==> src/rtl/rtc_bus_responder.sv <==
// RTC stand-in on the multiplexed 8-bit bus: BCD time/date bank advancing once per TICK_DIV clocks.
// Writes land 2 clk after Write rises; read data/ad_oe follow Read low by 1 clk; no backpressure (bus strobes only).
module rtc_bus_responder #(
  parameter int         TICK_DIV  = 100000000,
  parameter logic [7:0] ADDR_BASE = 8'h21,
  parameter logic [7:0] CTRL_ADDR = 8'h20
) (
  input  logic       clk,
  input  logic       reset,
  input  logic       ChipSelect,
  input  logic       Read,
  input  logic       Write,
  input  logic       AoD,
  input  logic [7:0] ad_in,
  output logic [7:0] ad_out,
  output logic       ad_oe,
  output logic       tick_1hz,
  output logic       halted
);
  localparam int            PW        = (TICK_DIV > 1) ? $clog2(TICK_DIV) : 1;
  localparam logic [PW-1:0] PRESC_MAX = PW'(TICK_DIV - 1);

  logic            cs_q, rd_q, rd_qq, wr_q, wr_qq, aod_q, aod_qq;
  logic [7:0]      ad_q, ad_qq;
  logic [7:0]      addr, ctrl;
  logic [5:0][7:0] tm, tm_nxt, lo, hi;
  logic [PW-1:0]   presc;

  logic            wr_evt, rd_evt, wr_data, addr_lat, ctrl_we, tick, leap, rd_cond, carry;
  logic [7:0]      idx, rdata, day_max;
  logic [8:0]      step;
  logic [5:0]      bank_we;

  // Returns {carry, next}; anything invalid or at/after the field maximum restarts at the minimum.
  function automatic logic [8:0] bcd_step(input logic [7:0] v, input logic [7:0] v_lo,
                                          input logic [7:0] v_hi);
    if (v[3:0] > 4'd9 || v[7:4] > 4'd9 || v < v_lo || v >= v_hi) return {1'b1, v_lo};
    if (v[3:0] == 4'd9) return {1'b0, v[7:4] + 4'd1, 4'd0};
    return {1'b0, v + 8'd1};
  endfunction

  assign wr_evt   = wr_q & ~wr_qq & ~cs_q;
  assign rd_evt   = rd_q & ~rd_qq & ~cs_q & ~aod_qq;
  assign wr_data  = wr_evt & aod_qq;
  assign addr_lat = (wr_evt | rd_evt) & ~aod_qq;
  assign idx      = addr - ADDR_BASE;
  assign ctrl_we  = wr_data & (addr == CTRL_ADDR);
  assign tick     = ~ctrl[0] & (presc == PRESC_MAX);
  assign halted   = ctrl[0];
  assign rd_cond  = ~ChipSelect & ~Read & AoD & Write;

  always_comb begin
    bank_we = '0;
    rdata   = (addr == CTRL_ADDR) ? ctrl : 8'hFF;
    for (int i = 0; i < 6; i++) begin
      bank_we[i] = wr_data & (idx == 8'(i));
      if (idx == 8'(i)) rdata = tm[i];
    end
  end

  // BCD year divisible by 4: even tens with ones 0/4/8, odd tens with ones 2/6.
  always_comb begin
    leap = tm[5][4] ? (tm[5][3:0] == 4'd2 || tm[5][3:0] == 4'd6)
                    : (tm[5][3:0] == 4'd0 || tm[5][3:0] == 4'd4 || tm[5][3:0] == 4'd8);
    case (tm[4])
      8'h02:                      day_max = leap ? 8'h29 : 8'h28;
      8'h04, 8'h06, 8'h09, 8'h11: day_max = 8'h30;
      default:                    day_max = 8'h31;
    endcase
  end

  assign lo = {8'h00, 8'h01, 8'h01, 8'h00, 8'h00, 8'h00};
  assign hi = {8'h99, 8'h12, day_max, 8'h23, 8'h59, 8'h59};

  // Ripple the tick through the fields; a write to a field overrides it and kills its carry.
  always_comb begin
    carry  = tick;
    step   = '0;
    tm_nxt = tm;
    for (int i = 0; i < 6; i++) begin
      step = bcd_step(tm[i], lo[i], hi[i]);
      if (carry) tm_nxt[i] = step[7:0];
      carry = carry & step[8];
      if (bank_we[i]) begin
        tm_nxt[i] = ad_qq;
        carry     = 1'b0;
      end
    end
  end

  always_ff @(posedge clk) begin
    if (reset) begin
      cs_q     <= 1'b1;
      rd_q     <= 1'b1;
      rd_qq    <= 1'b1;
      wr_q     <= 1'b1;
      wr_qq    <= 1'b1;
      aod_q    <= 1'b0;
      aod_qq   <= 1'b0;
      ad_q     <= 8'h00;
      ad_qq    <= 8'h00;
      addr     <= 8'h00;
      ctrl     <= 8'h00;
      tm       <= {8'h00, 8'h01, 8'h01, 8'h00, 8'h00, 8'h00};
      presc    <= '0;
      tick_1hz <= 1'b0;
      ad_oe    <= 1'b0;
      ad_out   <= 8'h00;
    end else begin
      cs_q     <= ChipSelect;
      rd_q     <= Read;
      rd_qq    <= rd_q;
      wr_q     <= Write;
      wr_qq    <= wr_q;
      aod_q    <= AoD;
      aod_qq   <= aod_q;
      ad_q     <= ad_in;
      ad_qq    <= ad_q;
      if (addr_lat) addr <= ad_qq;
      if (ctrl_we)  ctrl <= ad_qq;
      tm       <= tm_nxt;
      if (bank_we[0] || tick) presc <= '0;
      else if (!ctrl[0])      presc <= presc + PW'(1);
      tick_1hz <= tick;
      ad_oe    <= rd_cond;
      ad_out   <= rd_cond ? rdata : 8'h00;
    end
  end
endmodule

==> config.mk <==
export PLATFORM = sky130hd
export DESIGN_NAME = rtc_bus_responder
export DESIGN_NICKNAME = d
export VERILOG_FILES = /design/src/rtl/rtc_bus_responder.sv
export SDC_FILE = /design/constraint.sdc
export NUM_CORES = 1
export LEC_CHECK = 0
export CORE_AREA = 2 2 134 136
export DETAILED_ROUTE_END_ITERATION = 10
export DIE_AREA = 0 0 136 138
export SKIP_LAST_GASP = 1
export SYNTH_ARGS = -nofsm -noshare
export SYNTH_HDL_FRONTEND = slang
export SYNTH_SLANG_ARGS = --single-unit
==> constraint.sdc <==
create_clock -name clk -period 3.3 [get_ports clk]
set_clock_uncertainty 0.15 [all_clocks]
set_input_delay 0.66 -clock clk [delete_from_list [all_inputs] [get_ports clk]]
set_output_delay 0.66 -clock clk [all_outputs]
set_load 0.02 [all_outputs]
# Yosys cells after proc, flatten, opt, wreduce, memory -nomap -nowiden

Cells that the tools add are included.

Add/sub/neg operators: 14
Reduce and logical (&&, ||, !) cells: 33
Muxes and demuxes: 69
Bitwise logic cells: 32
Eq/ne operators: 22
Order comparisons: 24

Operators with widths:

| cell                                                               | number |
|---|---|
| 2-to-1 mux 8 bit                                                   | 23 |
| 2-to-1 mux 9 bit                                                   | 20 |
| adder 8 x 1 -> 8 bit (second input constant)                       | 6 |
| > comparator 4 bit (second input constant)                         | 12 |
| < comparator 8 x 1 -> 1 bit (second input constant)                | 6 |
| == test 8 x 3 -> 1 bit (second input constant)                     | 4 |
| == test 4 bit (second input constant)                              | 7 |
| adder 27 x 1 -> 27 bit (second input constant)                     | 1 |
| == test 27 bit (second input constant)                             | 1 |
| 2-to-1 mux 1 bit                                                   | 25 |
| adder 4 x 1 -> 4 bit (second input constant)                       | 6 |
| == test 8 x 2 -> 1 bit (second input constant)                     | 3 |
| bitwise AND 1 bit                                                  | 23 |
| logical OR 1 bit                                                   | 22 |
| greater-or-equal comparator 8 x 7 -> 1 bit (second input constant) | 2 |
| nonzero test 2 bit                                                 | 6 |
| one-hot mux 5 bit (2 select lines)                                 | 1 |
| == test 4 x 3 -> 1 bit (second input constant)                     | 2 |
| == test 8 x 1 -> 1 bit (second input constant)                     | 1 |
| == test 8 x 4 -> 1 bit (second input constant)                     | 1 |
| == test 8 x 5 -> 1 bit (second input constant)                     | 1 |
| == test 8 x 6 -> 1 bit (second input constant)                     | 1 |
| greater-or-equal comparator 8 x 5 -> 1 bit (second input constant) | 1 |
| greater-or-equal comparator 8 x 6 -> 1 bit (second input constant) | 1 |
| 10 further kinds                                                   | 18 |

Word-level logic and storage cells: 215
Register bits after elaboration: 124
Output and inout bits: 11
Input bits: 14

# Longest topological paths before layout

Depth in word-level cells: 20
Depth in mapped cells: 15
Gate-level depth less buffers: 14

# Worst setup path after synthesis

Ideal clock, no wire load.

Path type: reg2reg
From: register tm[38] (netlist name)
To: register tm[34] (netlist name)
Arrival time: 2.924 ns
Setup slack: 0.085 ns
Period minus slack after synthesis: 3.215 ns
Setup time: 0.141 ns
Required time: 3.009 ns
Cell stages (with the launch flop): 14
Path buffers: 1
Cell sequence: dfxtp_1 -> or2_2 -> or4_1 -> nor3_1 -> or3_1 -> ha_1 -> nor4b_1 -> a2bb2oi_1 -> a31oi_1 -> and4_1 -> buf_6 -> and4_1 -> o21ai_0 -> a311oi_1

Cells in the longest elaborated chain, start to end: 10
Elaborated cells between the ends (all ways): 24
Classes of those cells: order compare (4); eq/ne (5); mux (8); bitwise (1); reduce/logical (6)

RTL lines:

| item                                           | RTL line | RTL |
|---|---|---|
| start, declared                                | 26       | `logic [5:0][7:0] tm, tm_nxt, lo, hi;` |
| start signal, assigned                         | 104      | `tm <= {8'h00, 8'h01, 8'h01, 8'h00, 8'h00, 8'h00};` |
| start signal, assigned                         | 121      | `tm <= tm_nxt;` |
| == test 8 x 3 -> 1 bit (tied with other cells) | 65       | `case (tm[4])` |
| OR reduction 4 bit                             | 65       |  |
| one-hot mux 5 bit (2 select lines)             | 65       |  |
| greater-or-equal comparator 8 bit              | 37       | `if (v[3:0] > 4'd9 \|\| v[7:4] > 4'd9 \|\| v < v_lo \|\| v >= v_hi) return {1'b1, v_lo};` |
| logical OR 1 bit                               | 37       |  |
| 2-to-1 mux 1 bit                               | 37       |  |
| 2-to-1 mux 9 bit                               | 38       | `if (v[3:0] == 4'd9) return {1'b0, v[7:4] + 4'd1, 4'd0};` |
| bitwise AND 1 bit                              | 83       | `carry = carry & step[8];` |
| 2-to-1 mux 1 bit                               | 84       | `if (bank_we[i]) begin` |
| nonzero test 2 bit (no source line)            | -        |  |

Parallel ways exist; a longest one is shown, timed or not. The select of a mux whose other input is x is not followed.
A chain may end at the register's enable or synchronous reset.

# Worst setup path after layout

From: register tm[38] (netlist name)
To: register tm[25] (netlist name)

Cells in the longest elaborated chain, start to end: 9
Elaborated cells between the ends (all ways): 13
Classes of those cells: order compare (1); eq/ne (5); mux (5); reduce/logical (2)

RTL lines:

| item                                           | RTL line | RTL |
|---|---|---|
| == test 8 x 3 -> 1 bit (tied with other cells) | 65       |  |
| OR reduction 4 bit                             | 65       |  |
| one-hot mux 5 bit (2 select lines) (*)         | 65       |  |
| greater-or-equal comparator 8 bit (*)          | 37       |  |
| logical OR 1 bit (*)                           | 37       |  |
| 2-to-1 mux 1 bit (*)                           | 37       |  |
| 2-to-1 mux 9 bit (*)                           | 38       |  |
| 2-to-1 mux 8 bit (*)                           | 82       | `if (carry) tm_nxt[i] = step[7:0];` |
| 2-to-1 mux 8 bit (*)                           | 84       |  |

Mark *: on every way between the ends. The rest lies on a longest branch, timed or not. The select of a mux whose other input is x is not followed.

==> summary by stage <==
Die
The number of top-level pins is 25. The height of the die is 138 um. The initial cell density of the core is 0.387. The die is 136 um wide.

In this run the core area contains 49 standard-cell rows. The area of the placeable core is between 15,000 and 20,000 sq um. The area enclosed by the die boundary is 18,800 sq um.

Synth
Counting every net in the synthesized netlist gives 910. For this run, the leading register cell type out of synthesis is sky130_fd_sc_hd__dfxtp_1. The library cell with the largest summed area after synthesis is sky130_fd_sc_hd__dfxtp_1. The yosys synthesis warning count is 0. In this run the mean area of a mapped cell was roughly 7.8 sq um. The fraction of registers with async set or reset after synthesis is 0. By area the synthesized netlist is led by sky130_fd_sc_hd__dfxtp_1, sky130_fd_sc_hd__nor2_1, sky130_fd_sc_hd__nand2_1. Summing every instance area after synthesis gives 6790 sq um.

The synthesized design contains 0 enable-type register cells. Synthesis instantiated between 60 and 70 different standard cells from the library. Counting every instance in the synthesized netlist gives 874. The flip-flop and latch count after synthesis is 124.

By instance count, the leading cell after synthesis is sky130_fd_sc_hd__dfxtp_1. Sorting the synthesized cells by how often they occur yields sky130_fd_sc_hd__dfxtp_1, sky130_fd_sc_hd__nor2_1, sky130_fd_sc_hd__nand2_1. The register area share after synthesis is 0.366. Of the post-synthesis cell area, the dominant cell type holds 0.366.

CTS
The TritonCTS clock tree is yes. The clock latency on the worst-skew pair is 430 ps. The number of levels in the clock H-tree is 4. The tree is rooted in a sky130_fd_sc_hd__clkbuf_16. The number of buffers created by CTS is 17. The clock-pin slew of the registers on the worst-case setup and hold paths is 60 ps.

The deepest clock path buffer count is 2. The tree built by TritonCTS fans out to 124 sinks.

Timing
The number of max-slew violations in the final report is 0. The number of hold-slack violations in the final timing report is 0. The clock period minus final worst setup slack is roughly 3300 ps. The share of the cycle needed by the critical path after routing is 1.01. Setup repair after global routing could not meet its margin everywhere. The number of endpoints failing setup at the final stage is 4. The highest achievable clock rate is 0.299 GHz. The slew at the pin closest to its max-slew limit is approximately 1100 ps. The hold slack is roughly 280 ps. In the final timing run, aggregate negative setup slack is -100 ps.

The remaining max-slew budget at the tightest pin is 0.266. After layout, the worst setup slack is -45.6 ps.

Route
For this run, design rule violations remaining after detail routing come to 0. After detailed routing, the total wire length is between 15,000 and 20,000 um. The first-pass detailed-route iteration total is 5.

The detailed router finished its first iteration with 889 violations. After detailed routing, the number of vias per cell comes to 5.61. Across all layers, the routed design uses 6,454 vias. The number of nets still failing antenna checks after routing is 0.

The routed wire length per instance is approximately 17 um.

Critical path
The type of the worst setup path is reg2reg. The data required time at the worst endpoint is 3500 ps. The worst setup path is launched from a flip-flop. The endpoint kind of the worst setup timing path is a flip-flop. The endpoint arrival time on the critical path is between 3000 and 4000 ps. Along the worst path, the maximum fanout reaches 3.

Global routing
Across every metal layer, demand over resource in global routing totals 0.207. The number of global-route vias before repair is 5,900. The number of antenna violations at the first check in global routing is 0. The maximum number of pins on one net before global-route repair is between 60 and 70. The global-route wire length before repair is around 31,000 um. After global routing the overflow that remains totals 0.

Power
The power density relative to cell area is 436 nW/um^2. Summed over all cells, the static leakage comes to approximately 0.0031 uW. VDD sags by at most 0.000342 V.

Place
At the placement stage, the worst setup path has a slack of -185 ps. The placed wire-length estimate is 12,800 um. The final weighted congestion in routability-driven placement is 0.915. The count of buffers added on input and output ports is 24.

Hold path
The worst min-delay path class is reg2reg.

Cells and area
The net count reported at finish is 945. The area growth from synthesis to final layout is 22.7%. The antenna diode count is 0.

In the final layout, the share of cells above drive strength 1 is 0.155. The number of filler cells placed in the layout is 1,760.

Outcome
The flow ran to the end, but the final reports show violations. The final reports fail on negative setup slack.

Run
Across the run, the number of max-cap violations was 0.
power breakdown:
part / switching [uW] / internal (uW) / total, uW
combinational: 60.2 / 49.6 / 110
clock: 803 / 1160 / 1970
sequential: 33.7 / 1520 / 1550
total: 897 / 2730 / 3630
path summary, 6_finish.rpt:
check | start | to | slack (ps) | depth (start not counted)
setup / recovery | tm[38] | tm[25] | -50 | 12
hold / removal | rd_q | rd_qq | 280 | 1
setup reg to reg | tm[38] | tm[25] | -50 | 12
hold reg to reg | rd_q | rd_qq | 280 | 1
cells in the final DEF (no fill, tap or decap), drive strengths merged, types with 18 or more instances in the layout:
cell type      count
inv               38
clkbuf            18
nand3             41
ha                22
nand2             97
nor2b             27
a21oi             71
buf               53
clkdlybuf4s50     23
nor2             100
nor3              33
dfxtp            124
o21ai             38
layout make-up:
cell class / instances / area [sq um] / area share
timing repair buffer: 76 / 641 / 0.0769
tap: 229 / 287 / 0.0344
clock inverter: 14 / 170 / 0.0204
inverter: 29 / 109 / 0.0131
clock buffer: 18 / 439 / 0.0527
multi-input combinational: 661 / 4200 / 0.504
sequential: 124 / 2490 / 0.298
critical path: stages, from the launching register on:
cell and delay (ps):
sky130_fd_sc_hd__dfxtp_2 320, sky130_fd_sc_hd__or2_4 240, sky130_fd_sc_hd__or4_4 500, sky130_fd_sc_hd__nor3_2 200, sky130_fd_sc_hd__or3_1 130, sky130_fd_sc_hd__ha_1 230, sky130_fd_sc_hd__nor4b_2 280, sky130_fd_sc_hd__a2bb2oi_2 240
sky130_fd_sc_hd__buf_4 150, sky130_fd_sc_hd__nand3_4 60, sky130_fd_sc_hd__nand2b_4 210, sky130_fd_sc_hd__or4_4 430, sky130_fd_sc_hd__o22ai_1 120
through the flow:
step	power, uW	util	area (sq um)	std cells
2_1_floorplan	1640	-	6790	874
3_3_place_gp	1690	0.423	7420	1113
3_5_place_dp	1690	0.423	7420	1113
4_1_cts	3640	0.460	8070	1147
5_1_grt	3730	0.475	8330	1151
6_report	3630	0.475	8330	1151
registers in the layout (all words and copies together) (netlist names):
signal    cells
presc        27
aod_qq        1
tick_1hz      1
rd_q          1
ad_out        8
ad_q          8
ad_qq         8
rd_qq         1
tm           48
ctrl          8
addr          8
wr_qq         1
cs_q          1
aod_q         1
ad_oe         1
wr_q          1
logic make-up after synthesis:
kind of cell | count (synthesis) | share of synthesized area
mux | 19 | 0.0286
flops | 124 | 0.366
buf+inv | 89 | 0.0520
compound gates | 201 | 0.187
simple gates | 391 | 0.289
fa+ha+maj | 22 | 0.0406
xor+xnor | 28 | 0.0361
routing by layer:
layer / wire length, um / share of wire / track usage
met1: 9130 / 0.47 / 0.291
met2: 8860 / 0.46 / 0.313
met3: 971 / 0.050 / 0.0451
met4: 334 / 0.017 / 0.0724
met5: 0 / 0 / 0
repair_timing:
item / 4_1_cts / 5_1_grt
setup buffers: 2 / 6
hold buffers: 0 / 0
endpoints found under the setup margin: 19 / 22
pin swaps: 4 / 20
gates resized for setup: 8 / 48
(Power assumes the default switching activity.)
